===== config.mk =====
export PLATFORM = sky130hd
export DESIGN_NAME = pattern_serializer_flat
export DESIGN_NICKNAME = d
export VERILOG_FILES = /design/src/rtl/pattern_serializer_if.sv /design/src/rtl/pattern_serializer.sv /design/src/flat_wrapper.sv
export SDC_FILE = /design/constraint.sdc
export NUM_CORES = 1
export LEC_CHECK = 0
export CELL_PAD_IN_SITES_DETAIL_PLACEMENT = 0
export CELL_PAD_IN_SITES_GLOBAL_PLACEMENT = 1
export CORE_MARGIN = 10
export CORE_UTILIZATION = 39
export CTS_CLUSTER_DIAMETER = 50
export DETAILED_ROUTE_END_ITERATION = 16
export GPL_ROUTABILITY_DRIVEN = 0
export GPL_TIMING_DRIVEN = 0
export PLACE_DENSITY_LB_ADDON = 0.1
export SLEW_MARGIN = 20
export SYNTH_ARGS = -nofsm -noshare
export SYNTH_HDL_FRONTEND = slang
export SYNTH_SLANG_ARGS = --single-unit

===== constraint.sdc =====
create_clock -name clk -period 1.9 [get_ports clk]
set_input_delay 0.38 -clock clk [delete_from_list [all_inputs] [get_ports clk]]
set_output_delay 0.38 -clock clk [all_outputs]
set_load 0.03 [all_outputs]

===== src/rtl/pattern_serializer_if.sv =====
// -----------------------------------------------------------------------------
// pattern_serializer_if
// Request/serial-stream bundle for pattern_serializer.
//   start     : request a new transfer (host -> serializer)
//   pattern   : WIDTH-bit pattern, sent MSB first (host -> serializer)
//   reps      : repeat count, pattern is sent reps+1 times (host -> serializer)
//   abort     : synchronous cancel of the running transfer (host -> serializer)
//   ready     : serializer idle, start will be accepted (serializer -> host)
//   out       : serial data bit (serializer -> host)
//   out_valid : out carries a pattern bit this cycle (serializer -> host)
//   done      : one-cycle pulse after the final bit (serializer -> host)
// -----------------------------------------------------------------------------
interface pattern_serializer_if #(
    parameter int WIDTH = 4,
    parameter int REP_W = 3
);
    logic             start;
    logic [WIDTH-1:0] pattern;
    logic [REP_W-1:0] reps;
    logic             abort;
    logic             ready;
    logic             out;
    logic             out_valid;
    logic             done;

    modport master (
        output start, pattern, reps, abort,
        input  ready, out, out_valid, done
    );

    modport slave (
        input  start, pattern, reps, abort,
        output ready, out, out_valid, done
    );
endinterface


===== src/rtl/pattern_serializer.sv =====
// -----------------------------------------------------------------------------
// pattern_serializer
// Sends a latched WIDTH-bit pattern MSB first, reps+1 times, with GAP idle
// zero cycles between repetitions, then pulses done for one cycle.
// Ports:
//   clk  : single clock, rising edge
//   rstn : synchronous active-low reset
//   bus  : pattern_serializer_if.slave (start/pattern/reps/abort in,
//          ready/out/out_valid/done out)
// All outputs are registered: each output reflects the state the FSM held
// during the previous cycle, so the first bit appears one cycle after the
// state has moved to SHIFT.
// -----------------------------------------------------------------------------
module pattern_serializer #(
    parameter int WIDTH = 4,
    parameter int GAP   = 2,
    parameter int REP_W = 3
) (
    input  logic                   clk,
    input  logic                   rstn,
    pattern_serializer_if.slave    bus
);
    localparam int                 IDX_W   = $clog2(WIDTH);
    localparam logic [IDX_W-1:0]   IDX_TOP = IDX_W'(WIDTH - 1);
    localparam logic [2:0]         GAP_TOP = 3'((GAP > 0) ? GAP - 1 : 0);

    typedef enum logic [1:0] {
        ST_IDLE,
        ST_SHIFT,
        ST_GAP,
        ST_DONE
    } state_t;

    state_t           state, state_nx;
    logic [WIDTH-1:0] pat_q, pat_d;
    logic [REP_W-1:0] rep_q, rep_d;
    logic [IDX_W-1:0] idx_q, idx_d;
    logic [2:0]       gap_q, gap_d;
    logic             ready_q, ready_d;
    logic             out_q, out_d;
    logic             valid_q, valid_d;
    logic             done_q, done_d;

    // NOTE: sequential state uses non-blocking assignments so every register
    // samples the pre-edge values; reset is checked inside the clocked block,
    // which makes it synchronous.
    always_ff @(posedge clk) begin
        if (!rstn) begin
            state   <= ST_IDLE;
            pat_q   <= '0;
            rep_q   <= '0;
            idx_q   <= '0;
            gap_q   <= '0;
            ready_q <= 1'b1;
            out_q   <= 1'b0;
            valid_q <= 1'b0;
            done_q  <= 1'b0;
        end else begin
            state   <= state_nx;
            pat_q   <= pat_d;
            rep_q   <= rep_d;
            idx_q   <= idx_d;
            gap_q   <= gap_d;
            ready_q <= ready_d;
            out_q   <= out_d;
            valid_q <= valid_d;
            done_q  <= done_d;
        end
    end

    // NOTE: every signal written here gets a default first, so no path can
    // leave one unassigned and infer a latch.
    always_comb begin
        state_nx = state;
        pat_d    = pat_q;
        rep_d    = rep_q;
        idx_d    = idx_q;
        gap_d    = gap_q;
        ready_d  = 1'b0;
        out_d    = 1'b0;
        valid_d  = 1'b0;
        done_d   = 1'b0;

        if (state != ST_IDLE && bus.abort) begin
            // Cancel: back to IDLE with quiet outputs and ready raised.
            state_nx = ST_IDLE;
            ready_d  = 1'b1;
        end else begin
            unique case (state)
                ST_IDLE: begin
                    // ready_q is low in the first IDLE cycle after DONE, so a
                    // start there is not taken.
                    if (bus.start && ready_q) begin
                        state_nx = ST_SHIFT;
                        pat_d    = bus.pattern;
                        rep_d    = bus.reps;
                        idx_d    = IDX_TOP;
                    end else begin
                        ready_d  = 1'b1;
                    end
                end
                ST_SHIFT: begin
                    out_d   = pat_q[idx_q];
                    valid_d = 1'b1;
                    if (idx_q == '0) begin
                        idx_d = IDX_TOP;
                        if (rep_q == '0) begin
                            state_nx = ST_DONE;
                        end else begin
                            rep_d = rep_q - REP_W'(1);
                            // With GAP=0 the state stays SHIFT: back-to-back.
                            if (GAP > 0) begin
                                state_nx = ST_GAP;
                                gap_d    = GAP_TOP;
                            end
                        end
                    end else begin
                        idx_d = idx_q - IDX_W'(1);
                    end
                end
                ST_GAP: begin
                    if (gap_q == '0) begin
                        state_nx = ST_SHIFT;
                    end else begin
                        gap_d = gap_q - 3'd1;
                    end
                end
                ST_DONE: begin
                    done_d   = 1'b1;
                    state_nx = ST_IDLE;
                end
                default: state_nx = ST_IDLE;
            endcase
        end
    end

    assign bus.ready     = ready_q;
    assign bus.out       = out_q;
    assign bus.out_valid = valid_q;
    assign bus.done      = done_q;
endmodule


===== src/flat_wrapper.sv =====
// flat-port wrapper written by rule: the top's interface ports become plain ports
module pattern_serializer_flat 
#(
    parameter int WIDTH = 4,
    parameter int GAP   = 2,
    parameter int REP_W = 3
)
  (clk, rstn, bus_start, bus_pattern, bus_reps, bus_abort, bus_ready, bus_out, bus_out_valid, bus_done);
  pattern_serializer_if #(.WIDTH(WIDTH), .REP_W(REP_W)) bus_i ();
  input  logic clk;
  input  logic rstn;
  input wire logic [$bits(bus_i.start)-1:0] bus_start;
  input wire logic [$bits(bus_i.pattern)-1:0] bus_pattern;
  input wire logic [$bits(bus_i.reps)-1:0] bus_reps;
  input wire logic [$bits(bus_i.abort)-1:0] bus_abort;
  output wire logic [$bits(bus_i.ready)-1:0] bus_ready;
  output wire logic [$bits(bus_i.out)-1:0] bus_out;
  output wire logic [$bits(bus_i.out_valid)-1:0] bus_out_valid;
  output wire logic [$bits(bus_i.done)-1:0] bus_done;
  assign bus_i.start = bus_start;
  assign bus_i.pattern = bus_pattern;
  assign bus_i.reps = bus_reps;
  assign bus_i.abort = bus_abort;
  assign bus_ready = bus_i.ready;
  assign bus_out = bus_i.out;
  assign bus_out_valid = bus_i.out_valid;
  assign bus_done = bus_i.done;
  pattern_serializer #(.WIDTH(WIDTH), .GAP(GAP), .REP_W(REP_W)) u_core (.clk(clk), .rstn(rstn), .bus(bus_i));
endmodule

==> metrics, run 1 <==
Pre-Repair DR Iteration Count=4; Psw=0.3116 mW; initial antenna violation count=0; PostCTS Resize Cnt=0; CTS root buffer=clkbuf_4; CTS clk-pin slew, worst paths=~120 ps; fin crit share=0.9113; critical path depth=1; synth-to-layout area growth=23.14%; drc violations=0; CP cell instances=clkdlybuf4s50_1; Initial Util=0.4173; Clock Latency Late Sink=300 ps; Seq cells post-synth=18; CP Launch Type=register; H-Tree Depth=1; Slew @ Worst Pin=358.6 ps; FF-to-FF path depth=6; # Max-Cap Violations=0; core area=0.002255 sq mm; first-pass GRT wire length=3505 um; setup TNS=0 ps; status=completed; Starting DRT DRC Count=34; fin. max-slew vios=0; combinational power share=0.303; Arrival @ worst endpoint=1350 ps; Num CTS Buffers=3; Avg Synthesized Cell Area=9.047 sq um; n_diodes=0; grt total ovfl=0; M1 wire length=around 1100 um; Pleak=0.4577 nW; post-CTS setup buffers=0; Relative slew margins=0.7548; pwr dens=between 800 and 900 mW/mm^2; Sequential Power Share=0.447; setup violators final=0; Core Util, Final=0.5139; Critical Path Sink=bus_ready; worst flop-to-flop path startpoint=u_core.rep_q[0]$_SDFFE_PN0P_; CP peak stage delay=about 700 ps; Bufs and invs on worst path=1; share of cells above drive strength 1=0.1148; synth warn=0; largest net degree at the start of global routing=11; Max Fclk=around 0.58 GHz; critical path fanouts, max=3; Setup WS pre-CTS=-267.3 ps; post-route ant nets=0; internal power=0.6650 mW; CTS sink count=18; post-DR vias/cell=5.287; die area=0.004777 sq mm; Mapped Area=940.9 sq um; Setup crit end kind=output pin; DP Wirelength=between 1500 and 2000 um; Die Wd=69.12 um; I/O pins=15; TritonCTS clock tree=built; CP max-delay cell=clkdlybuf4s50_1; # fillers=approximately 220; sequential fraction of the synthesis area=0.3830; Hold-fix buffers, CTS=0; crit path time final=1731 ps; crit path from=u_core.bus.ready$_SDFF_PP1_; endpoints failing hold=0; clock skew=20.09 ps; final net count=139; min-delay worst type=register to register; syn_nets=between 100 and 150; Min Hold Slack=492.3 ps; Die H=69.12 um; WL/cell=approximately 14 um; Largest delay share family, worst path=buffers and inverters; Peak supply drop=442.5 uV; Setup CP Type=register to output pin; R2R Setup Slk=~230 ps; Yosys cell types=35; IO Port Bufs=14; Overall Global Routing Usage=0.08472; clock tree buffer depth=2; RSZ-0062 raised after global routing=no; WL met2=slightly below 1000 um; top routing layer used=met4; Std-Cell Rows=17; Clock Power Share=0.250; RR Endpoint=u_core.gap_q[2]$_SDFFE_PN0P_; Sw Share=0.3190; Mapped Cells=roughly 100; worst setup margin=~170 ps; Detailed Route WL=2122 um; critical path required time=1520 ps; met3 routed WL=between 70 and 80 um; via count=793; vias in the first global route=between 700 and 800
==> layout make-up <==
class,count,area (sq um),area share
inverter,8,30.03,0.02592
tap,28,35.03,0.03024
buffer,4,35.03,0.03024
multi-input combinational,74,521.8,0.4503
timing repair buffer,14,140.1,0.1210
sequential,18,360.3,0.3110
clock buffer,4,36.28,0.03132
==> layer usage <==
metal / track usage / up-vias
met5: 0 / -
met4: 0.03326 / 0
met3: 0.02568 / 2
met2: 0.1381 / 13
met1: 0.1002 / 372
li1: - / 406
==> cells in the mapped netlist (all sizes together) <==
library cell | count | area share
dfxtp | 18 | 0.38
nor2 | 15 | 0.060
a21oi | 10 | 0.065
inv | 7 | 0.028
nand2b | 7 | 0.047
ha | 5 | 0.066
buf | 4 | 0.037
mux2i | 4 | 0.043
o21ai | 4 | 0.021
nand2 | 3 | 0.012
or4 | 3 | 0.024
a21o | 2 | 0.016
a311oi | 2 | 0.019
nor2b | 2 | 0.016
o221a | 2 | 0.024
a2111oi | 1 | 0.0093
a211oi | 1 | 0.0080
a22oi | 1 | 0.0080
a31oi | 1 | 0.0067
and2 | 1 | 0.0067
and2b | 1 | 0.0080
and4bb | 1 | 0.013
clkinv | 1 | 0.0040
mux4 | 1 | 0.024
nand3 | 1 | 0.0053
nand4 | 1 | 0.0067
nor3 | 1 | 0.0053
o211a | 1 | 0.011
o22a | 1 | 0.0093
o22ai | 1 | 0.0067
o31ai | 1 | 0.0080
==> worst register-to-register path, cell delays in order (launching register included) <==
cell and delay, ps:
dfxtp_1 350, inv_1 70, ha_1 190, nand2b_1 160, a311oi_2 180, or4_1 530, a21oi_1 130
==> registers in the layout, summed over array words and instances, names as in the netlist <==
name / count
u_core.bus.ready: 1
u_core.bus.done: 1
u_core.bus.out: 1
u_core.rep_q: 3
u_core.pat_q: 4
u_core.idx_q: 2
u_core.gap_q: 3
u_core.state: 2
u_core.bus.out_valid: 1
==> power groups by stage <==
stage          clock network, mW  logic, mW  registers (mW)
2_1_floorplan                  0      0.203           0.447
3_3_place_gp                   0      0.283           0.443
3_5_place_dp                   0      0.288           0.445
4_1_cts                    0.249      0.291           0.436
5_1_grt                    0.264      0.331           0.441
6_report                   0.244      0.296           0.436
==> cell families (layout without fill, tap and decap cells) <==
logic type | Yosys count | count (layout) | synth area share
compound gates | 28 | 28 | 0.2115
buf+inv | 12 | 30 | 0.06915
mux | 5 | 5 | 0.06649
fa+ha+maj | 5 | 5 | 0.06649
flops | 18 | 18 | 0.3830
simple gates | 36 | 36 | 0.2035
==> metrics by stage <==
step / total power, mW / std cells / instance area [sq um]
final: 0.9766 / 150 / 1159
after global routing: 1.035 / 150 / 1159
after CTS: 0.9766 / 150 / 1152
after detailed placement: 0.7334 / 146 / 1116
after global placement: 0.7260 / 146 / 1116
after floorplan: 0.6499 / 104 / 940.9
==> layout by cell type, fill, tap and decap left out, drive strengths merged, types with 5 or more instances in the layout <==
master         Yosys  routed
nand2b             7       7
clkdlybuf4s50      0      14
inv                7       7
a21oi             10      10
nor2              15      15
ha                 5       5
dfxtp             18      18
==> how the worst min path moves through the flow <==
stage                                            start                      endpoint  slack (ps)  cells past startpoint
after floorplan           u_core.gap_q[1]$_SDFFE_PN0P_  u_core.gap_q[1]$_SDFFE_PN0P_         450                      2
after global placement    u_core.rep_q[0]$_SDFFE_PN0P_  u_core.rep_q[0]$_SDFFE_PN0P_         460                      2
after detailed placement  u_core.gap_q[2]$_SDFFE_PN0P_  u_core.gap_q[2]$_SDFFE_PN0P_         470                      2
after CTS                 u_core.gap_q[2]$_SDFFE_PN0P_  u_core.gap_q[2]$_SDFFE_PN0P_         490                      2
after global routing      u_core.gap_q[2]$_SDFFE_PN0P_  u_core.gap_q[2]$_SDFFE_PN0P_         510                      2
final                     u_core.gap_q[2]$_SDFFE_PN0P_  u_core.gap_q[2]$_SDFFE_PN0P_         490                      2
Note: power is estimated with default switching activity, not from simulation.
==> inputs of run 2 (changes only) <==
--- a/config.mk
+++ b/config.mk
@@ -13,5 +13,4 @@
 export DETAILED_ROUTE_END_ITERATION = 16
 export GPL_ROUTABILITY_DRIVEN = 0
-export GPL_TIMING_DRIVEN = 0
 export PLACE_DENSITY_LB_ADDON = 0.1
 export SLEW_MARGIN = 20
==> constraint.sdc (replaced) <==
create_clock -name clk -period 1.9 [get_ports clk]
set_input_delay 0.38 -clock clk [delete_from_list [all_inputs] [get_ports clk]]
set_output_delay 0.38 -clock clk [all_outputs]
set_load 0.01 [all_outputs]
==> run 2 against run 1 <==
Effect of this change: combinational power is 2% higher; worst hold slack got worse by 9.0 ps; largest power group unchanged; wire length fell by 2.5%; highest routed layer unchanged.
==> metrics, run 2 (synthesized netlist as in run 1, its figures left out) <==
# Max-Cap Violations=0 (unchanged); Starting DRT DRC Count=29 (was 34); setup violators final=0 (unchanged); post-CTS setup buffers=0 (unchanged); biggest regs=u_core.pat_q x4, u_core.gap_q x3, u_core.rep_q x3 (unchanged); CTS sink count=18 (unchanged); post-route ant nets=0 (unchanged); H-Tree Depth=1 (unchanged); Tot Pwr=0.9795 mW (was 0.9766 mW); share of cells above drive strength 1=0.1615 (was 0.1148); status=completed (unchanged); hold_sp=u_core.gap_q[1]$_SDFFE_PN0P_ (was u_core.gap_q[2]$_SDFFE_PN0P_); fin. max-slew vios=0 (unchanged); grt total ovfl=0 (unchanged); Pre-Repair DR Iteration Count=4 (unchanged); WL/cell=13.09 um (was 14.15 um); Std-Cell Rows=17 (unchanged); commonest cells after routing, fill and taps aside=dfxtp_1, nor2_1, clkdlybuf4s50_1 (unchanged); Slew @ Worst Pin=540.8 ps (was 358.6 ps); Hold Path Cell Cnt=2 (unchanged); Num CTS Buffers=3 (unchanged); max FFs per register=4 (unchanged); endpoints failing hold=0 (unchanged); crit path time final=1674 ps (was 1731 ps); n_diodes=0 (unchanged); Setup CP Type=register to register (was register to output pin); vias in the first global route=795 (was 784); min-delay worst type=register to register (unchanged); Die H=69.12 um (unchanged); CTS root buffer=clkbuf_4 (unchanged); critical path required time=2100 ps (was 1520 ps); worst setup margin=226.4 ps (was 168.5 ps); synth-to-layout area growth=28.32% (was 23.14%); IO Port Bufs=14 (unchanged); Peak supply drop=493.2 uV (was 442.5 uV); initial antenna violation count=0 (unchanged); Overall Global Routing Usage=0.08542 (was 0.08472); Setup crit end kind=register (was output pin); RSZ-0062 raised after global routing=no (unchanged); fin crit share=0.8809 (was 0.9113); pwr dens=811.3 mW/mm^2 (was 842.9 mW/mm^2); R2R Setup Slk=230 ps (about the same); clock tree buffer depth=2 (unchanged); CTS clk-pin slew, worst paths=110 ps (was 120 ps); Arrival @ worst endpoint=1870 ps (was 1350 ps); Detailed Route WL=2068 um (was 2122 um); PostCTS Resize Cnt=0 (unchanged); core area=0.002255 sq mm (unchanged); # fillers=244 (was 222); Relative slew margins=0.6370 (was 0.7548); final net count=147 (was 139); I/O pins=15 (unchanged); FF-to-FF path depth=6 (unchanged); Clock Latency Late Sink=290 ps (was 300 ps); drc violations=0 (unchanged); first-pass GRT wire length=3491 um (was 3505 um); DP Wirelength=1658 um (was 1578 um); post-DR vias/cell=5.203 (was 5.287); Largest Register=u_core.pat_q (unchanged); via count=822 (was 793); commonest non-fill, non-tap cell in the layout=dfxtp_1 (unchanged); TritonCTS clock tree=built (unchanged); critical path fanouts, max=5 (was 3); clock skew=7.836 ps (was 20.09 ps); Initial Util=0.4173 (unchanged); worst flop-to-flop path startpoint=u_core.rep_q[0]$_SDFFE_PN0P_ (unchanged); RR Endpoint=u_core.gap_q[0]$_SDFFE_PN0P_ (was u_core.gap_q[2]$_SDFFE_PN0P_); Setup WS pre-CTS=-66.02 ps (was -267.3 ps); CP Launch Type=register (unchanged); largest net degree at the start of global routing=14 (was 11); Max Fclk=0.5975 GHz (was 0.5775 GHz); die area=0.004777 sq mm (unchanged); Die Wd=69.12 um (unchanged); Hold-fix buffers, CTS=0 (unchanged); hold endpoint=u_core.gap_q[1]$_SDFFE_PN0P_ (was u_core.gap_q[2]$_SDFFE_PN0P_); Pleak=0.4934 nW (was 0.4577 nW)
## run 2: stage by stage
step	TNS, ps	instance area [sq um]	util	hold WS, ps	instances
global route	0	1207	0.5355	519.4	158
floorplan	0	940.9	-	449.6	104
CTS	0	1207	0.5355	487.8	158
detailed placement	-66.02	1171	0.5194	469.5	154
global placement	-8.747	1171	0.5194	465.2	154
finish	0	1207	0.5355	483.3	158
## run 2: area by class of cell
class                           count  area (sq um)  area share
Timing Repair Buffer               26         230.2      0.1907
Multi-Input combinational cell     74         515.5      0.4269
Inverter                            8         30.03     0.02487
Clock buffer                        4         36.28     0.03005
Sequential cell                    18         360.3      0.2984
Tap cell                           28         35.03     0.02902
## run 2: worst max path at each step
stage	endpoint	from	cells after the start	slack, ps
after floorplan	u_core.gap_q[2]$_SDFFE_PN0P_	u_core.rep_q[0]$_SDFFE_PN0P_	6	410
after global placement	u_core.gap_q[0]$_SDFFE_PN0P_	bus_abort	5	-9
after detailed placement	u_core.gap_q[0]$_SDFFE_PN0P_	bus_abort	5	-70
after CTS	u_core.gap_q[0]$_SDFFE_PN0P_	u_core.rep_q[0]$_SDFFE_PN0P_	6	220
after global routing	u_core.gap_q[0]$_SDFFE_PN0P_	u_core.rep_q[0]$_SDFFE_PN0P_	6	60
final	u_core.gap_q[0]$_SDFFE_PN0P_	u_core.rep_q[0]$_SDFFE_PN0P_	6	230
## run 2: power by group
group	internal [mW]	total [mW]	switching [mW]	leakage, nW
combinational	0.153	0.301	0.148	0.325
sequential	0.413	0.438	0.0248	0.148
clock	0.117	0.241	0.124	0.0210
## run 2: routing by layer
metal  GRT usage  share of wire
met5           0              0
met2      0.1361           0.47
met1      0.1054           0.50
met4     0.03991         0.0082
met3     0.01854          0.018
## run 2: worst max-delay path, cell delays in order (launching register included)
cell and delay [ps]:
dfxtp_1 330, inv_1 90, ha_1 150, nand2b_1 110, a311oi_1 530, a21oi_1 80, o221a_2 280
